<file path="config.mk">
export PLATFORM = sky130hd
export DESIGN_NAME = fetch_sequencer
export DESIGN_NICKNAME = d
export VERILOG_FILES = /design/src/rtl/nanomips_pkg.sv /design/src/rtl/branch_lut.sv /design/src/rtl/fetch_sequencer.sv
export SDC_FILE = /design/constraint.sdc
export NUM_CORES = 1
export LEC_CHECK = 0
export CAP_MARGIN = 20
export CORE_MARGIN = 4
export CORE_UTILIZATION = 48
export DETAILED_ROUTE_END_ITERATION = 12
export HOLD_SLACK_MARGIN = 0.05
export PLACE_DENSITY = 0.81
export SLEW_MARGIN = 40
export SYNTH_ARGS = -nofsm -noshare
export SYNTH_HDL_FRONTEND = slang
export SYNTH_SLANG_ARGS = --single-unit
</file>
<file path="constraint.sdc">
create_clock -name clk -period 2.75 [get_ports clk]
set_input_delay 0.4125 -clock clk [delete_from_list [all_inputs] [get_ports clk]]
set_output_delay 0.4125 -clock clk [all_outputs]
set_load 0.01 [all_outputs]
</file>
<file path="src/rtl/nanomips_pkg.sv">
// nanomips_pkg
//    Shared definitions for the fetch sequencer slice: the sequencer state
//    encoding, the default program-counter and branch-target widths, the
//    width of the RUN cycle counter and a saturating increment helper.
//    No ports; imported by fetch_sequencer and branch_lut.

package nanomips_pkg;

   localparam int PC_W_DEFAULT  = 12;
   localparam int TGT_W_DEFAULT = 5;
   localparam int CYCLE_CNT_W   = 16;

   typedef enum logic [1:0] {
      IDLE = 2'd0,
      RUN  = 2'd1,
      DONE = 2'd2
   } state_t;

   // Counter increment that sticks at all-ones instead of rolling over, so a
   // very long program reports "at least this many cycles" rather than a
   // small wrapped number.
   function automatic logic [CYCLE_CNT_W-1:0] satInc(input logic [CYCLE_CNT_W-1:0] value);
      return (&value) ? value : value + 1'b1;
   endfunction

endpackage

</file>
<file path="src/rtl/branch_lut.sv">
// branch_lut
//    Branch target lookup table: 2**TW entries of D bits each. Writes are
//    synchronous to clk; the read port is combinational, so a read of an
//    entry being written in the same cycle returns the previous contents.
//    Every entry is cleared by the asynchronous active-low reset.
//
// Ports
//    clk      in   clock, writes on rising edge
//    rst_n    in   asynchronous active-low reset, clears all entries
//    i_we     in   write enable
//    i_waddr  in   [TW-1:0] write index
//    i_wdata  in   [D-1:0]  write data
//    i_raddr  in   [TW-1:0] read index
//    o_rdata  out  [D-1:0]  read data (combinational)

module branch_lut
   import nanomips_pkg::*;
#(
   parameter int D  = PC_W_DEFAULT,
   parameter int TW = TGT_W_DEFAULT
)
(
   input  logic          clk,
   input  logic          rst_n,
   input  logic          i_we,
   input  logic [TW-1:0] i_waddr,
   input  logic [D-1:0]  i_wdata,
   input  logic [TW-1:0] i_raddr,
   output logic [D-1:0]  o_rdata
);

   localparam int DEPTH = 1 << TW;

   logic [D-1:0] r_mem [DEPTH];

   // Storage array. Reset wipes every entry so a branch taken before the
   // table has been programmed lands on address 0 rather than stale data.
   always_ff @(posedge clk or negedge rst_n) begin
      if (!rst_n) begin
         for (int i = 0; i < DEPTH; i++) begin
            r_mem[i] <= '0;
         end
      end else if (i_we) begin
         r_mem[i_waddr] <= i_wdata;
      end
   end

   // Asynchronous read straight off the flops; because the write lands on
   // the clock edge, a same-cycle read sees the old entry.
   assign o_rdata = r_mem[i_raddr];

endmodule

</file>
<file path="src/rtl/fetch_sequencer.sv">
// fetch_sequencer
//    Program-counter sequencer for a small in-order core. Waits in IDLE for
//    start, then in RUN steps the PC each cycle with priority
//    stall > halt > branch > increment, and parks in DONE on halt until the
//    next start. All outputs come straight from flops.
//
//    Build option FETCH_BRANCH_LUT_EN:
//       defined   - branch target is read from a 2**TW entry lookup table
//                   (branch_lut) indexed by target and loaded through lut_*.
//       undefined - branch target is PC plus the sign-extended target field,
//                   modulo 2**D; the lut_* ports are present but ignored.
//
// Ports
//    clk        in   clock, all state updates on rising edge
//    rst_n      in   asynchronous active-low reset
//    start      in   launch execution from address 0 (IDLE or DONE only)
//    stall      in   hold the PC this cycle
//    halt       in   halt instruction at the current PC
//    branch     in   taken branch/jump at the current PC
//    target     in   [TW-1:0] LUT index or signed PC offset
//    lut_we     in   LUT write enable
//    lut_addr   in   [TW-1:0] LUT write index
//    lut_data   in   [D-1:0]  LUT write data
//    prog_ctr   out  [D-1:0]  instruction memory address
//    busy       out  high while in RUN
//    done       out  high while in DONE
//    cycle_cnt  out  [15:0]   cycles spent in RUN, saturating

module fetch_sequencer
   import nanomips_pkg::*;
#(
   parameter int D  = PC_W_DEFAULT,
   parameter int TW = TGT_W_DEFAULT
)
(
   input  logic                   clk,
   input  logic                   rst_n,
   input  logic                   start,
   input  logic                   stall,
   input  logic                   halt,
   input  logic                   branch,
   input  logic [TW-1:0]          target,
   input  logic                   lut_we,
   input  logic [TW-1:0]          lut_addr,
   input  logic [D-1:0]           lut_data,
   output logic [D-1:0]           prog_ctr,
   output logic                   busy,
   output logic                   done,
   output logic [CYCLE_CNT_W-1:0] cycle_cnt
);

   state_t                 r_state;
   state_t                 w_nextState;
   logic [D-1:0]           r_pc;
   logic [D-1:0]           w_nextPc;
   logic [CYCLE_CNT_W-1:0] r_cnt;
   logic [CYCLE_CNT_W-1:0] w_nextCnt;
   logic                   r_busy;
   logic                   r_done;
   logic [D-1:0]           w_branchTgt;

`ifdef FETCH_BRANCH_LUT_EN
   logic [D-1:0] w_lutRdata;

   branch_lut #(
      .D  (D),
      .TW (TW)
   ) u_branchLut (
      .clk     (clk),
      .rst_n   (rst_n),
      .i_we    (lut_we),
      .i_waddr (lut_addr),
      .i_wdata (lut_data),
      .i_raddr (target),
      .o_rdata (w_lutRdata)
   );

   assign w_branchTgt = w_lutRdata;
`else
   logic         w_unused_lut;
   logic [D-1:0] w_offset;

   // Without a table the LUT write port has nothing to drive; fold it into
   // one dummy bit so the ports stay but carry no logic.
   assign w_unused_lut = ^{lut_we, lut_addr, lut_data};

   // Size cast of a signed operand sign-extends, so negative offsets reach
   // backwards and the add wraps naturally modulo 2**D.
   assign w_offset    = D'($signed(target));
   assign w_branchTgt = r_pc + w_offset;
`endif

   // Next-state and next-value logic. Everything holds by default; IDLE
   // pins the PC at zero, RUN counts every cycle (stalls included) and
   // resolves the PC by priority, and start is only honoured outside RUN.
   always_comb begin
      w_nextState = r_state;
      w_nextPc    = r_pc;
      w_nextCnt   = r_cnt;
      case (r_state)
         IDLE: begin
            w_nextPc = '0;
            if (start) begin
               w_nextState = RUN;
               w_nextCnt   = '0;
            end
         end
         RUN: begin
            w_nextCnt = satInc(r_cnt);
            if (stall) begin
               w_nextPc = r_pc;
            end else if (halt) begin
               w_nextState = DONE;
            end else if (branch) begin
               w_nextPc = w_branchTgt;
            end else begin
               w_nextPc = r_pc + D'(1);
            end
         end
         DONE: begin
            if (start) begin
               w_nextState = RUN;
               w_nextPc    = '0;
               w_nextCnt   = '0;
            end
         end
         default: begin
            w_nextState = IDLE;
            w_nextPc    = '0;
            w_nextCnt   = '0;
         end
      endcase
   end

   // State and output registers. busy/done are decoded from the next state
   // before the flop so they are true registered copies of the state and
   // can never be high together.
   always_ff @(posedge clk or negedge rst_n) begin
      if (!rst_n) begin
         r_state <= IDLE;
         r_pc    <= '0;
         r_cnt   <= '0;
         r_busy  <= 1'b0;
         r_done  <= 1'b0;
      end else begin
         r_state <= w_nextState;
         r_pc    <= w_nextPc;
         r_cnt   <= w_nextCnt;
         r_busy  <= (w_nextState == RUN);
         r_done  <= (w_nextState == DONE);
      end
   end

   assign prog_ctr  = r_pc;
   assign busy      = r_busy;
   assign done      = r_done;
   assign cycle_cnt = r_cnt;

endmodule

</file>
After elaboration in Yosys (flattened, before gate mapping)
Cells that the tools add are included.

storage, ports and cells
  bits in registers = 32
  bits in writable memories = 0
  word-level logic and storage cells = 34
  input bits = 29
  ROM bits = 0
  memories = 0
  output and inout port bits = 30
  bits in latches = 0

operators by class
  $lt $le $gt $ge = 0
  add/subtract/negate cells = 3
  divide/modulo/power cells = 0
  shift-type cells = 0
  equal/unequal tests = 9
  bitwise logic cells = 0
  $mul = 0
  reductions and logical operators = 5
  mux-type cells = 12

operators with widths
  cell                                                                   count
  12-bit 2-to-1 mux                                                      4
  16-bit 2-to-1 mux                                                      2
  16-bit one-hot mux with 2 select lines                                 1
  12-bit one-hot mux with 2 select lines                                 1
  16-bit by 1-bit adder with 16-bit output, second input constant        1
  16-bit AND reduction                                                   1
  12-bit by 1-bit adder with 12-bit output, second input constant        1
  12-bit adder                                                           1
  2-bit != test, second input constant                                   4
  2-bit 2-to-1 mux                                                       3
  2-bit by 1-bit equality test with 1-bit output, second input constant  2
  2-bit equality test, second input constant                             2
  2-bit one-hot mux with 2 select lines                                  1
  3-bit AND reduction                                                    1
  2-bit logical NOT                                                      1
  2-bit by 1-bit != test with 1-bit output, second input constant        1
  2-bit AND reduction                                                    1
  2-bit OR reduction                                                     1

Longest topological paths before layout
  word-level depth = 5
  depth in mapped cells = 8

Worst setup path before layout
OpenSTA, ideal clock, no wires.

  kind = input -> register
  start = input port target[0]
  end = register r_pc[10] (netlist: prog_ctr[10])
  setup time = 122 ps
  data arrival time = 2320 ps
  stages on the path = 8
  setup slack = 309 ps
  required time = 2628 ps
  buffers on the path = 0
  cell sequence = nand2b_1 ha_1 fa_1 a21oi_1 o21ba_2 o22ai_2 or4_1 a32o_1

on the way
  cells in the longest elaborated chain, start to end = 5

ends and longest elaborated chain
  element                                 RTL line                text
  start: declaration                      fetch_sequencer.sv:42   input logic [TW-1:0] target,
  12-bit adder                            fetch_sequencer.sv:90   assign w_branchTgt = r_pc + w_offset;
  12-bit 2-to-1 mux                       fetch_sequencer.sv:114  end else if (branch) begin
  12-bit 2-to-1 mux                       fetch_sequencer.sv:112  end else if (halt) begin
  12-bit 2-to-1 mux                       fetch_sequencer.sv:110  if (stall) begin
  12-bit one-hot mux with 2 select lines  fetch_sequencer.sv:100  case (r_state)
  end signal: assignment                  fetch_sequencer.sv:147  r_pc <= w_nextPc;
  end: declaration                        fetch_sequencer.sv:54   logic [D-1:0] r_pc;

Every way passes these cells. The select of a mux whose other input is x is not followed.
A chain may end at the register's enable or synchronous reset.

Worst setup path after layout
  start = input port branch
  end = register r_pc[10] (netlist: prog_ctr[10])

on the way
  cells in the longest elaborated chain, start to end = 4

ends and longest elaborated chain
  element                                 RTL line                text
  start: declaration                      fetch_sequencer.sv:41   input logic branch,
  12-bit 2-to-1 mux                       fetch_sequencer.sv:114
  12-bit 2-to-1 mux                       fetch_sequencer.sv:112
  12-bit 2-to-1 mux                       fetch_sequencer.sv:110
  12-bit one-hot mux with 2 select lines  fetch_sequencer.sv:100

Every way passes these cells. The select of a mux whose other input is x is not followed.

==> qor.csv <==
stage,metric,value,unit
run_status,outcome,finished clean,
power,internal-power,0.001101,W
sta,drv_slew,0,
power,switchingPower,0.0007023,W
finish,syn_to_final_growth,29.49,%
yosys,synthArstFlopShare,100.0,%
sta,skew,0.004797,ns
yosys,synth-seq-cells,32,
yosys,synth-seq-area-share,39.00,%
floorplan,io_pins,59,
yosys,synth_edf_count,0,
route,routed_wirelength,5.393,mm
power,power_frac_seq,36.4,%
power,power.density,678.2,nW/um^2
cts,hold_buffers,0,
place,hpwl,3.903,mm
yosys,synth_cells,228,
route,drc,0,
sta,tns,0,ns
power,ir_worst_vdd,0.4930,mV
sta,maxSlewHeadroom,65.73,%
critical_path,crit_type,input port to flip-flop,
route,postRouteAntennaNets,0,
cts,postCtsSetupRepairBufs,0,
finish,antenna_cells,0,
power,total_power,0.001803,W
place,io_buffers,40,
global_routing,antenna_found_initial,0,
sta,finalSetupViolations,0,
critical_path,worstSetupStartpointType,input port,
finish,drive_gt1_share,12.54,%
sta,fmax,0.3841,GHz
finish,fin_util,65.53,%
place,placed_area,2577,um^2
yosys,synth_cell_types,53,
finish,num-fill-cells,329,
sta,rsz0062_at_grt,no,
critical_path,end_kind,flip-flop,
global_routing,busiest_layer,met2,
worst_hold_path,min_path_cells,2,
sta,min_period,2.603,ns
yosys,synth_warnings,0,
finish,design_area,2659,um^2
place,gp_congestion,0.8877,
cts,clk_pin_slew,0.07,ns
global_routing,use_met2,33.27,%
yosys,synth.area.mux_share,0.9750,%
floorplan,fp.dieW,73.40,um
global_routing,grt_pass1_vias,1966,
global_routing,grt_max_degree,33,
yosys,synth_flop_cell,dfrtp_1,
route,post_drt_wl_per_cell,16.39,um
place,dp_cells,322,
cts,cts_buffers,5,
critical_path,crit_fanout,4,
global_routing,use_met3,3.967,%
route,routed_via_density,6.109,
finish,final_nets,316,
floorplan,initial_core_util,50.60,%
power,static-leakage-power,1.168,nW
job,maxCapViolations,0,
yosys,avgSynthCellArea,9.005,um^2
critical_path,arrival,2.78,ns
critical_path,reg2reg_depth,7,
route,dr.pass1.iters,4,
cts,clockBufferDepth,2,
cts,root_buffer,clkbuf_8,
yosys,yosys.area_share.simple,24.44,%
yosys,synth_fa_ha_area_share,5.241,%
sta,fin_crit_sh,94.67,%
cts,cts_tree,yes,
power,p_comb_share,44.2,%
power,p_sw_share,38.95,%
power,pwr-share-clk,19.4,%
route,vias,2010,
finish,instances_no_fill,329,
global_routing,globalRouteOverflowTotal,0,
yosys,synth_top_family_by_area,compound AO/OA/AOI/OAI gates,
yosys,synth_compound_area_share,26.08,%
floorplan,core,4058,um^2
route,drt-initial-drc-count,124,
cts,clk_latency,0.29,ns
worst_hold_path,hold_class,flip-flop to flip-flop,
floorplan,row_count,23,
critical_path,required,2.93,ns
yosys,yosys.area_share.xor_xnor,0.8531,%
cts,numClockSinks,32,
global_routing,grt_pass1_wl,9.011,mm
cts,h-tree-depth,2,
global_routing,grt_util_all_layers,21.27,%
cts,cts_resized,0,
global_routing,grtUsageMet1,29.48,%
floorplan,die_h,73.40,um
sta,worstMarginPinSlew,0.5101,ns
yosys,synthesis.nets,265,
yosys,synth_area,2053,um^2
sta,final-hold-violation-count,0,
floorplan,die_area,5388,um^2
==> state kept, by name, indices dropped and copies added (netlist names) <==
signal / count
done: 1
busy: 1
cycle_cnt: 16
r_state: 2
prog_ctr: 12
==> routing by layer <==
layer / share of wire, % / vias up
li1: - / 970
met5: 0 / -
met1: 47 / 968
met3: 5.6 / 6
met2: 47 / 66
met4: 1.3 / 0
==> worst max-delay path, cell delays in order <==
cell	delay, ns
clkdlybuf4s50_1	0.52
nand2b_1	0.08
ha_1	0.20
fa_1	0.40
a21oi_2	0.19
o211ai_2	0.10
and3_1	0.21
or4_1	0.41
a32o_1	0.26
==> cell usage in the layout (no fill, tap or decap), drive strengths merged, types with 5 or more instances in the layout <==
| cell type | Yosys | final |
|---|---|---|
| a21oi | 14 | 14 |
| a31oi | 6 | 6 |
| and2 | 5 | 5 |
| and3 | 8 | 8 |
| buf | 4 | 15 |
| clkbuf | 7 | 6 |
| clkdlybuf4s50 | 0 | 40 |
| dfrtp | 32 | 32 |
| ha | 7 | 7 |
| inv | 5 | 5 |
| nand2 | 28 | 28 |
| nand3 | 9 | 9 |
| nand4 | 8 | 8 |
| nor2 | 10 | 10 |
| nor3 | 5 | 5 |
| o211ai | 7 | 7 |
| o21ai | 17 | 17 |
| o22ai | 5 | 5 |
| o31ai | 6 | 6 |
==> worst paths after layout <==
path | start | endpoint | slack [ns]
setup reg to reg | prog_ctr[0]$_DFFE_PN0P_ | prog_ctr[10]$_DFFE_PN0P_ | 0.45
hold / removal | prog_ctr[2]$_DFFE_PN0P_ | prog_ctr[2]$_DFFE_PN0P_ | 0.51
setup / recovery | branch | prog_ctr[10]$_DFFE_PN0P_ | 0.15
hold reg to reg | prog_ctr[2]$_DFFE_PN0P_ | prog_ctr[2]$_DFFE_PN0P_ | 0.51
max in group asynchronous | rst_n | prog_ctr[11]$_DFFE_PN0P_ | 1.92
min in group asynchronous | rst_n | cycle_cnt[2]$_DFFE_PN0P_ | 0.53
==> kinds of logic (layout without fill, tap and decap cells) <==
logic type,count (synthesis),count (layout)
flip-flops,32,32
multiplexers,2,2
XOR/XNOR,2,2
AO/OA/AOI/OAI,77,77
AND/OR/NAND/NOR,91,91
buffers and inverters,16,67
adder cells (fa/ha/maj),8,8
==> per-stage QoR <==
step,hold WS (ns),setup slack [ns]
after CTS,0.5156,0.1003
after global routing,0.5461,0.03306
after detailed placement,0.5010,-0.1972
final,0.5105,0.1467
after floorplan,0.1169,0.3085
after global placement,0.4995,-0.1294
==> power groups by stage <==
stage / clock, W / sequential, W / combinational, W
global placement: 0 / 0.000660 / 0.000768
finish: 0.000351 / 0.000656 / 0.000797
CTS: 0.000352 / 0.000655 / 0.000792
global route: 0.000367 / 0.000669 / 0.000874
detailed placement: 0 / 0.000662 / 0.000790
floorplan: 0 / 0.000675 / 0.000435
==> synth_stat cells (3+ instances only) <==
master     n  share of area [%]
dfrtp_1   32                 39
nand2_1   28                5.1
o21ai_0   16                3.9
a21oi_1   14                3.4
nor2_1    10                1.8
nand3_1    9                2.2
and3_1     7                2.1
clkbuf_1   7                1.3
ha_1       7                4.3
nand4_1    7                2.1
a31oi_1    6                1.8
o211ai_1   6                2.2
o31ai_1    6                2.2
and2_1     5                1.5
inv_1      5               0.91
nor2b_1    4                1.2
nor3_1     4               0.98
o22ai_1    4                1.2
a22o_1     3                1.3
a41oi_1    3                1.3
and4_1     3                1.3
or4_1      3                1.1
==> cell type report <==
cell class | count | area, um^2 | share of cell area (%)
repair buffers | 55 | 513.0 | 19.29
inverters | 5 | 18.77 | 0.7059
clock buffers | 6 | 72.57 | 2.729
flip-flops and latches | 32 | 800.8 | 30.12
well taps | 50 | 62.56 | 2.353
multi-input cells | 180 | 1186 | 44.61
clock inverters | 1 | 5.005 | 0.1882
Note: power is estimated with default switching activity, not from simulation.
